===== src/rtl/div5_pkg.sv =====
// Shared widths and FSM state encoding for the 5-bit restoring divider.
package div5_pkg;

    localparam int DIV_W = 5;   // dividend, divisor, quotient width
    localparam int REM_W = 6;   // partial remainder / trial subtraction width
    localparam int STEPS = 5;   // one restoring step per dividend bit
    localparam int CNT_W = 3;   // step counter width, holds 0..STEPS-1

    typedef enum logic [1:0] {
        S_IDLE = 2'b00,
        S_CALC = 2'b01,
        S_DONE = 2'b10
    } div_state_t;

endpackage


===== src/rtl/sub_borrow6.sv =====
// 6-bit ripple-borrow subtractor: diff = a - b.
// borrow_out = 0 means a >= b.
module sub_borrow6
    import div5_pkg::*;
(
    input  logic [REM_W-1:0] a,
    input  logic [REM_W-1:0] b,
    output logic [REM_W-1:0] diff,
    output logic             borrow_out
);

    logic [REM_W:0] bw;

    // Bitwise full-subtractor chain, LSB first.
    always_comb begin
        diff  = '0;
        bw    = '0;
        bw[0] = 1'b0;
        for (int i = 0; i < REM_W; i++) begin
            diff[i]  = a[i] ^ b[i] ^ bw[i];
            bw[i+1]  = (~a[i] & b[i]) | (~(a[i] ^ b[i]) & bw[i]);
        end
        borrow_out = bw[REM_W];
    end

endmodule


===== src/rtl/restoring_div5.sv =====
// 5-bit unsigned restoring divider, one quotient bit per clock, MSB first.
// Optional build macro DIV_ZERO_FAST_EN: a divide-by-zero request skips the
// CALC steps and goes straight to DONE with the saturated result.
//
//   state  | meaning
//   -------+--------------------------------------------------------------
//   S_IDLE | in_ready high, waiting for an operand pair
//   S_CALC | one restoring step per edge, STEPS edges total
//   S_DONE | out_valid high, result held until out_ready
module restoring_div5
    import div5_pkg::*;
(
    input  logic             clk,
    input  logic             rst,
    input  logic             in_valid,
    output logic             in_ready,
    input  logic [DIV_W-1:0] dividend,
    input  logic [DIV_W-1:0] divisor,
    output logic             out_valid,
    input  logic             out_ready,
    output logic [DIV_W-1:0] quotient,
    output logic [DIV_W-1:0] remainder,
    output logic             div_by_zero
);

    div_state_t       state;
    logic [DIV_W-1:0] dvd_r;
    logic [DIV_W-1:0] dvs_r;
    logic [REM_W-1:0] rem_r;
    logic [DIV_W-1:0] quo_r;
    logic [CNT_W-1:0] step;

    logic [REM_W-1:0] r6;
    logic [REM_W-1:0] trial_diff;
    logic             trial_borrow;
    logic [REM_W-1:0] rem_nxt;
    logic [DIV_W-1:0] quo_nxt;

    // Shift the next dividend bit into the partial remainder; the remainder
    // never exceeds the divisor so its top bit is dropped by the truncation.
    always_comb begin
        r6      = REM_W'({rem_r, dvd_r[DIV_W-1]});
        rem_nxt = trial_borrow ? r6 : trial_diff;
        quo_nxt = DIV_W'({quo_r, ~trial_borrow});
    end

    sub_borrow6 u_sub (
        .a          (r6),
        .b          ({1'b0, dvs_r}),
        .diff       (trial_diff),
        .borrow_out (trial_borrow)
    );

    // Control FSM with registered handshake and result outputs.
    always_ff @(posedge clk) begin
        if (rst) begin
            state       <= S_IDLE;
            dvd_r       <= '0;
            dvs_r       <= '0;
            rem_r       <= '0;
            quo_r       <= '0;
            step        <= '0;
            in_ready    <= 1'b1;
            out_valid   <= 1'b0;
            quotient    <= '0;
            remainder   <= '0;
            div_by_zero <= 1'b0;
        end else begin
            case (state)
                S_IDLE: begin
                    if (in_valid && in_ready) begin
                        dvd_r    <= dividend;
                        dvs_r    <= divisor;
                        rem_r    <= '0;
                        quo_r    <= '0;
                        step     <= '0;
                        in_ready <= 1'b0;
`ifdef DIV_ZERO_FAST_EN
                        if (divisor == '0) begin
                            state       <= S_DONE;
                            out_valid   <= 1'b1;
                            quotient    <= '1;
                            remainder   <= dividend;
                            div_by_zero <= 1'b1;
                        end else begin
                            state <= S_CALC;
                        end
`else
                        state <= S_CALC;
`endif
                    end
                end
                S_CALC: begin
                    rem_r <= rem_nxt;
                    quo_r <= quo_nxt;
                    dvd_r <= dvd_r << 1;
                    step  <= step + 1'b1;
                    if (step == CNT_W'(STEPS - 1)) begin
                        state       <= S_DONE;
                        out_valid   <= 1'b1;
                        quotient    <= quo_nxt;
                        remainder   <= DIV_W'(rem_nxt);
                        div_by_zero <= (dvs_r == '0);
                    end
                end
                S_DONE: begin
                    if (out_ready) begin
                        state       <= S_IDLE;
                        out_valid   <= 1'b0;
                        in_ready    <= 1'b1;
                        quotient    <= '0;
                        remainder   <= '0;
                        div_by_zero <= 1'b0;
                    end
                end
                default: begin
                    state     <= S_IDLE;
                    in_ready  <= 1'b1;
                    out_valid <= 1'b0;
                end
            endcase
        end
    end

endmodule

===== config.mk =====
export PLATFORM = sky130hd
export DESIGN_NAME = restoring_div5
export DESIGN_NICKNAME = d
export VERILOG_FILES = /design/src/rtl/div5_pkg.sv /design/src/rtl/sub_borrow6.sv /design/src/rtl/restoring_div5.sv
export SDC_FILE = /design/constraint.sdc
export NUM_CORES = 1
export LEC_CHECK = 0
export ABC_AREA = 0
export CORE_ASPECT_RATIO = 1.75
export CORE_MARGIN = 1
export CORE_UTILIZATION = 40
export DETAILED_ROUTE_END_ITERATION = 10
export PLACE_DENSITY_LB_ADDON = 0.12
export SYNTH_ARGS = -nofsm -noshare
export SYNTH_HDL_FRONTEND = slang
export SYNTH_SLANG_ARGS = --single-unit
export TNS_END_PERCENT = 30

===== constraint.sdc =====
create_clock -name clk -period 2.17 [get_ports clk]
set_input_delay 0.434 -clock clk [delete_from_list [all_inputs] [get_ports clk]]
set_output_delay 0.434 -clock clk [all_outputs]
set_load 0.1 [all_outputs]

==> summary.txt, run 1 <==
crit-path leading delay family = adder cells
headroom to the max-slew limit = 0.6431
fin nets = 226
flop-to-flop setup slack = -160 ps
Hold Path Sink = rem_r[2]$_SDFFE_PP0P_
reg2reg end = remainder[4]$_SDFFE_PP0P_
most common cell after layout, fill and taps aside = dfxtp_1
total clock sinks = 37
static leakage = 0.7996 nW
post-synthesis instance total = 171
Min-Delay Path Class = reg2reg
DR WL/cell = 16.00 um
largest net degree at the start of global routing = 16
Max stage delay on crit path = 470 ps
total CTS buffers = 5
most frequent cells in the layout = dfxtp_1, buf_4, nand2_1
fin crit share = 1.072
Die Span X = 50.80 um
via-per-instance ratio = 5.465
Total GRT Usage = 0.2080
cts hold-fix bufs = 0
peak supply drop = 0.0004708 V
vias in the first global route = 1458
failing checks = setup timing
r2r startpoint = dvd_r[4]$_SDFFE_PP0P_
HP Start = rem_r[2]$_SDFFE_PP0P_
Core Region = 3941 um^2
Req. time, crit path = 2410 ps
minimum clock period = 2326 ps
CP Max Fanout = 3
WP buf/inv = 3
Die Area = 4439 um^2
io pins = 27
final worst setup slack = -156.4 ps
DR iter-0 viols = 20
n_diodes = 0
CTS tree = built
maxcap violations = 0
pre-CTS setup slack = -336.2 ps
clock skew = 4.755 ps
Worst Tran Pin Value = 535.4 ps
final wirelength = 4063 um
vias after detailed routing = 1388
clk_lat worst skew = 290 ps
initial antenna violation count = 0
Finished Layout Cells = 254
Yosys warnings = 0
I/O Buffers = 26
endpoint class of the critical path = register
final total power = 0.001542 W
Final Hold Fails = 0
DP HPWL = 3024 um
Initial Utilization = 0.4229
Die H = 87.39 um
max frequency = 0.4298 GHz
sequential-to-total area share from yosys stat = 0.4444
GPL Wtd Cong = 0.7590
clk root buf = clkbuf_8
# setup viols final = 12
crit-path cells = inv_2, ha_4, inv_2, fa_2, fa_2, inv_2, fa_2, fa_2, mux2i_2, a22o_1
Cell Area, Synth = 1667 um^2
share of cells above drive strength 1 = 0.2524
first-pass GRT wire length = 6748 um
Cell Pwr Density = 736.8 nW/um^2
Slew Viols, Final = 0
Area Overhead vs Synth = 25.60%
Row Count = 30
htree depth = 2
worst reg-to-reg path cell count = 10
GRT overflow = 0
CTS clock-pin slew for the worst setup and hold paths = 70 ps
drt drc = 0
Slowest-stage cell, CP = fa_2
fin util = 0.5311
dpl cells = 245
CP startpoint kind = register
Seq cells post-synth = 37
Crit Path Category = reg2reg
crit path DAT = 2570 ps
1st-pass router iterations = 4
Antenna Nets Post-Route = 0
Worst Hold Path Cells = 1
syn nets = 192
Max clock buf depth = 2
RSZ-0062 raised after global routing = true
cell mode on critical path = fa_2
synth unique cells = 34
status = complete, but fails checks
syn avg cell area = 9.746 um^2
WHS = 472.2 ps
-- state kept, by name, indices dropped and copies added, names as in the netlist --
name and count:
div_by_zero 1, quotient 5, in_ready 1, state 2, rem_r 5, out_valid 1, quo_r 4, step 3
dvd_r 5, dvs_r 5, remainder 5
-- how the worst max path moves through the flow --
stage,slack [ps],endpoint,from,cells past startpoint
2_1_floorplan,-100,rem_r[3]$_SDFFE_PP0P_,dvs_r[0]$_SDFFE_PP0P_,11
3_3_place_gp,-270,remainder[4]$_SDFFE_PP0P_,dvd_r[4]$_SDFFE_PP0P_,11
3_5_place_dp,-340,rem_r[3]$_SDFFE_PP0P_,dvd_r[4]$_SDFFE_PP0P_,11
4_1_cts,-160,remainder[4]$_SDFFE_PP0P_,dvd_r[4]$_SDFFE_PP0P_,10
5_1_grt,-250,rem_r[2]$_SDFFE_PP0P_,dvd_r[4]$_SDFFE_PP0P_,11
6_report,-160,remainder[4]$_SDFFE_PP0P_,dvd_r[4]$_SDFFE_PP0P_,10
-- stage by stage --
step	setup TNS (ps)	area, um^2
floorplan	-565.0	1699
global placement	-2629	1979
detailed placement	-3470	1979
CTS	-1350	2086
global route	-2533	2093
finish	-1400	2093
-- timing repair --
action                     CTS  global route
setup endpoints to repair   12            12
pin swaps                    1             1
setup buffers                1             0
resized for setup            5             2
-- cell type report --
type | count | area (um^2)
Sequential cell | 37 | 743.2
Tap cell | 48 | 60.06
Clock inverter | 2 | 10.01
Fill cell | 380 | 1848
Multi-Input combinational cell | 109 | 837.1
Clock buffer | 6 | 72.57
Inverter | 14 | 52.55
Timing Repair Buffer | 38 | 317.8
-- cells in the mapped netlist --
| library cell | n | share of area |
|---|---|---|
| o2bb2ai_1 | 4 | 0.021 |
| nand4bb_4 | 1 | 0.017 |
| ha_1 | 3 | 0.023 |
| and4b_1 | 1 | 0.0060 |
| o32ai_1 | 3 | 0.016 |
| nand2_1 | 22 | 0.050 |
| clkbuf_1 | 3 | 0.0068 |
| inv_1 | 14 | 0.032 |
| clkbuf_2 | 1 | 0.0030 |
| o2111ai_1 | 1 | 0.0053 |
| nor3_1 | 5 | 0.015 |
| a31oi_1 | 2 | 0.0075 |
| a22o_1 | 8 | 0.042 |
| fa_1 | 4 | 0.048 |
| and2b_1 | 1 | 0.0045 |
| buf_4 | 2 | 0.0090 |
| and3_1 | 1 | 0.0038 |
| nor2_1 | 10 | 0.023 |
| nand3_1 | 6 | 0.018 |
| a32o_1 | 1 | 0.0060 |
| mux2i_1 | 5 | 0.030 |
| o21ai_0 | 2 | 0.0060 |
| nand3b_1 | 3 | 0.014 |
| nor4bb_4 | 1 | 0.015 |
| nor3_2 | 1 | 0.0060 |
| o221a_2 | 1 | 0.0068 |
| nand4b_4 | 1 | 0.014 |
| nand2b_1 | 3 | 0.011 |
| a21oi_1 | 12 | 0.036 |
| buf_2 | 1 | 0.0030 |
| o22ai_1 | 3 | 0.011 |
| dfxtp_1 | 37 | 0.44 |
| o221ai_1 | 4 | 0.021 |
| buf_6 | 4 | 0.027 |
-- cells by family (layout without fill, tap and decap cells) --
| kind of cell | count (synthesis) | count (layout) | share of synthesized area |
|---|---|---|---|
| AOI/OAI and AO/OA | 41 | 41 | 0.1787 |
| adders and majority gates | 7 | 7 | 0.07057 |
| buffers and inverters | 25 | 60 | 0.08032 |
| DFF | 37 | 37 | 0.4444 |
| muxes | 5 | 5 | 0.03003 |
| and+or+nand+nor | 56 | 56 | 0.1960 |
-- report_power, final --
part           switching (W)  total [W]  internal, W
clock network       0.000251   0.000473     0.000223
registers          0.0000304   0.000741     0.000711
logic               0.000171   0.000328     0.000157
total               0.000452    0.00154      0.00109
-- metal layers --
layer	GRT usage	vias up	wire length, um
met5	0	-	0
met4	0.1035	0	113
met3	0.03665	9	166
met2	0.3891	39	2225
met1	0.2149	673	1558
li1	-	667	-
No activity file was read; power rests on OpenSTA's default activity.
==> inputs of run 2 (changes only) <==
==> constraint.sdc (replaced) <==
create_clock -name clk -period 2.6 [get_ports clk]
set_input_delay 0.52 -clock clk [delete_from_list [all_inputs] [get_ports clk]]
set_output_delay 0.52 -clock clk [all_outputs]
set_load 0.1 [all_outputs]
==> run 2 against run 1 <==
  * The run now ends clean
  * Combinational power down 18%
  * Critical path depth is the same
  * Final cell count down 3.5%
  * Count of clock-buffer cells in the layout shrank 1
  * Sequential share of layout area is 0.79 points higher
  * Clock skew is 1.9 ps higher
  * Clock power shrank 23%
  * Die area stayed put
  * Sequential power fell by 16%
  * Worst hold slack got worse by 4.1 ps
  * Via count shrank 4.0%
  * Register-to-register slack better by 230 ps
  * Critical endpoint is now rem_r[3]$_SDFFE_PP0P_
==> summary.txt, run 2 (same netlist as run 1, synthesis figures left out) <==
Core Region = 3941 um^2
endpoint class of the critical path = register
HP Start = rem_r[2]$_SDFFE_PP0P_
crit path DAT = 2700 ps
first-pass GRT wire length = 6216 um
Antenna Nets Post-Route = 0
Crit Path Category = reg2reg
Crit. Startpoint = dvs_r[0]$_SDFFE_PP0P_
vias after detailed routing = 1332
CP Max Fanout = 8
final wirelength = 3770 um
max frequency = 0.3962 GHz
Final Hold Fails = 0
Gate power share = 0.215
internal power = 0.0008954 W
static leakage = 0.7595 nW
io pins = 27
drt drc = 0
WHS = 468.1 ps
GRT overflow = 0
CTS tree = built
final worst setup slack = 76.02 ps
NetSw = 0.0003602 W
Die H = 87.39 um
clk_lat worst skew = 290 ps
status = complete, no violations
n_diodes = 0
Total GRT Usage = 0.1893
htree depth = 2
GPL Wtd Cong = 0.8189
Cell Pwr Density = 611.1 nW/um^2
fin crit share = 0.9708
Net Sw Frac = 0.2869
fin util = 0.5213
largest net degree at the start of global routing = 16
clock skew = 6.657 ps
minimum clock period = 2524 ps
1st-pass router iterations = 4
most common cell after layout, fill and taps aside = dfxtp_1
maxcap violations = 0
initial antenna violation count = 0
Area Overhead vs Synth = 23.27%
cts hold-fix bufs = 0
CTS clock-pin slew for the worst setup and hold paths = 70 ps
peak supply drop = 0.0003865 V
via-per-instance ratio = 5.437
I/O Buffers = 26
Min-Delay Path Class = reg2reg
fin nets = 219
RSZ-0062 raised after global routing = true
r2r startpoint = dvs_r[0]$_SDFFE_PP0P_
DP HPWL = 2714 um
Slew Viols, Final = 0
total clock sinks = 37
CP startpoint kind = register
total CTS buffers = 5
# setup viols final = 0
Die Span X = 50.80 um
setup TNS = 0 ps
headroom to the max-slew limit = 0.6227
most frequent cells in the layout = dfxtp_1, nand2_1, buf_4
pre-CTS setup slack = -41.26 ps
vias in the first global route = 1402
DR iter-0 viols = 40
Req. time, crit path = 2780 ps
Max clock buf depth = 2
Worst Tran Pin Value = 565.0 ps
Row Count = 30
Clk pwr share = 0.291
DR WL/cell = 15.39 um
clk root buf = clkbuf_8
Die Area = 4439 um^2
share of cells above drive strength 1 = 0.2234
Initial Utilization = 0.4229
sequential power share = 0.494
## run 2: metrics by stage
step / power (W) / instance area, um^2 / instances
floorplan: 0.0007931 / 1667 / 171
global placement: 0.0008411 / 1903 / 238
detailed placement: 0.0008467 / 1903 / 238
CTS: 0.001212 / 1979 / 244
global route: 0.001318 / 2054 / 245
finish: 0.001256 / 2054 / 245
## run 2: final cells by class
type / instances / area [um^2]
flip-flops and latches: 37 / 745.7
multi-input cells: 109 / 854.6
repair buffers: 31 / 265.3
well taps: 48 / 60.06
clock inverters: 1 / 5.005
clock buffers: 5 / 68.82
inverters: 14 / 55.05
fillers: 378 / 1887
## run 2: per-layer routing
layer / routed length (um) / track usage / vias up
met5: 0 / 0 / -
met3: 123 / 0.04188 / 11
li1: - / - / 655
met2: 2002 / 0.3455 / 32
met4: 106 / 0.08081 / 0
met1: 1538 / 0.2039 / 634
## run 2: repair_timing
action | CTS | global route
endpoints found under the hold margin | 0 | 0
setup buffers | 0 | 1
pin swaps | 0 | 6
resized for setup | 1 | 20
endpoints found under the setup margin | 10 | 10
## run 2: path summary, 6_finish.rpt
check                          endpoint  slack [ps]  cells past startpoint
setup reg to reg  rem_r[3]$_SDFFE_PP0P_          80                     10
hold reg to reg   rem_r[2]$_SDFFE_PP0P_         470                      1
hold / removal    rem_r[2]$_SDFFE_PP0P_         470                      1
setup / recovery  rem_r[3]$_SDFFE_PP0P_          80                     10
## run 2: power groups by stage
| stage | Clock (W) | Sequential (W) | Combinational, W |
|---|---|---|---|
| after floorplan | 0 | 0.000632 | 0.000161 |
| after CTS | 0.000372 | 0.000617 | 0.000223 |
| after global routing | 0.000399 | 0.000624 | 0.000294 |
| after detailed placement | 0 | 0.000630 | 0.000217 |
| final | 0.000365 | 0.000620 | 0.000270 |
| after global placement | 0 | 0.000628 | 0.000213 |
## run 2: critical path, stage by stage (launching register included)
cell      delay, ps
dfxtp_4         380
ha_4            130
inv_2            30
fa_2            400
fa_2            400
inv_2            70
fa_2            200
fa_2            240
nand2b_4        140
mux2i_2         190
a22o_1          210
==> inputs of run 3 (changes only) <==
--- a/config.mk
+++ b/config.mk
@@ -6,6 +6,7 @@
 export NUM_CORES = 1
 export LEC_CHECK = 0
 export ABC_AREA = 0
+export CAP_MARGIN = 40
 export CORE_ASPECT_RATIO = 1.75
 export CORE_MARGIN = 1
 export CORE_UTILIZATION = 40
==> results of run 3 <==
Final layout, timing and power as in run 2 (identical DEF).
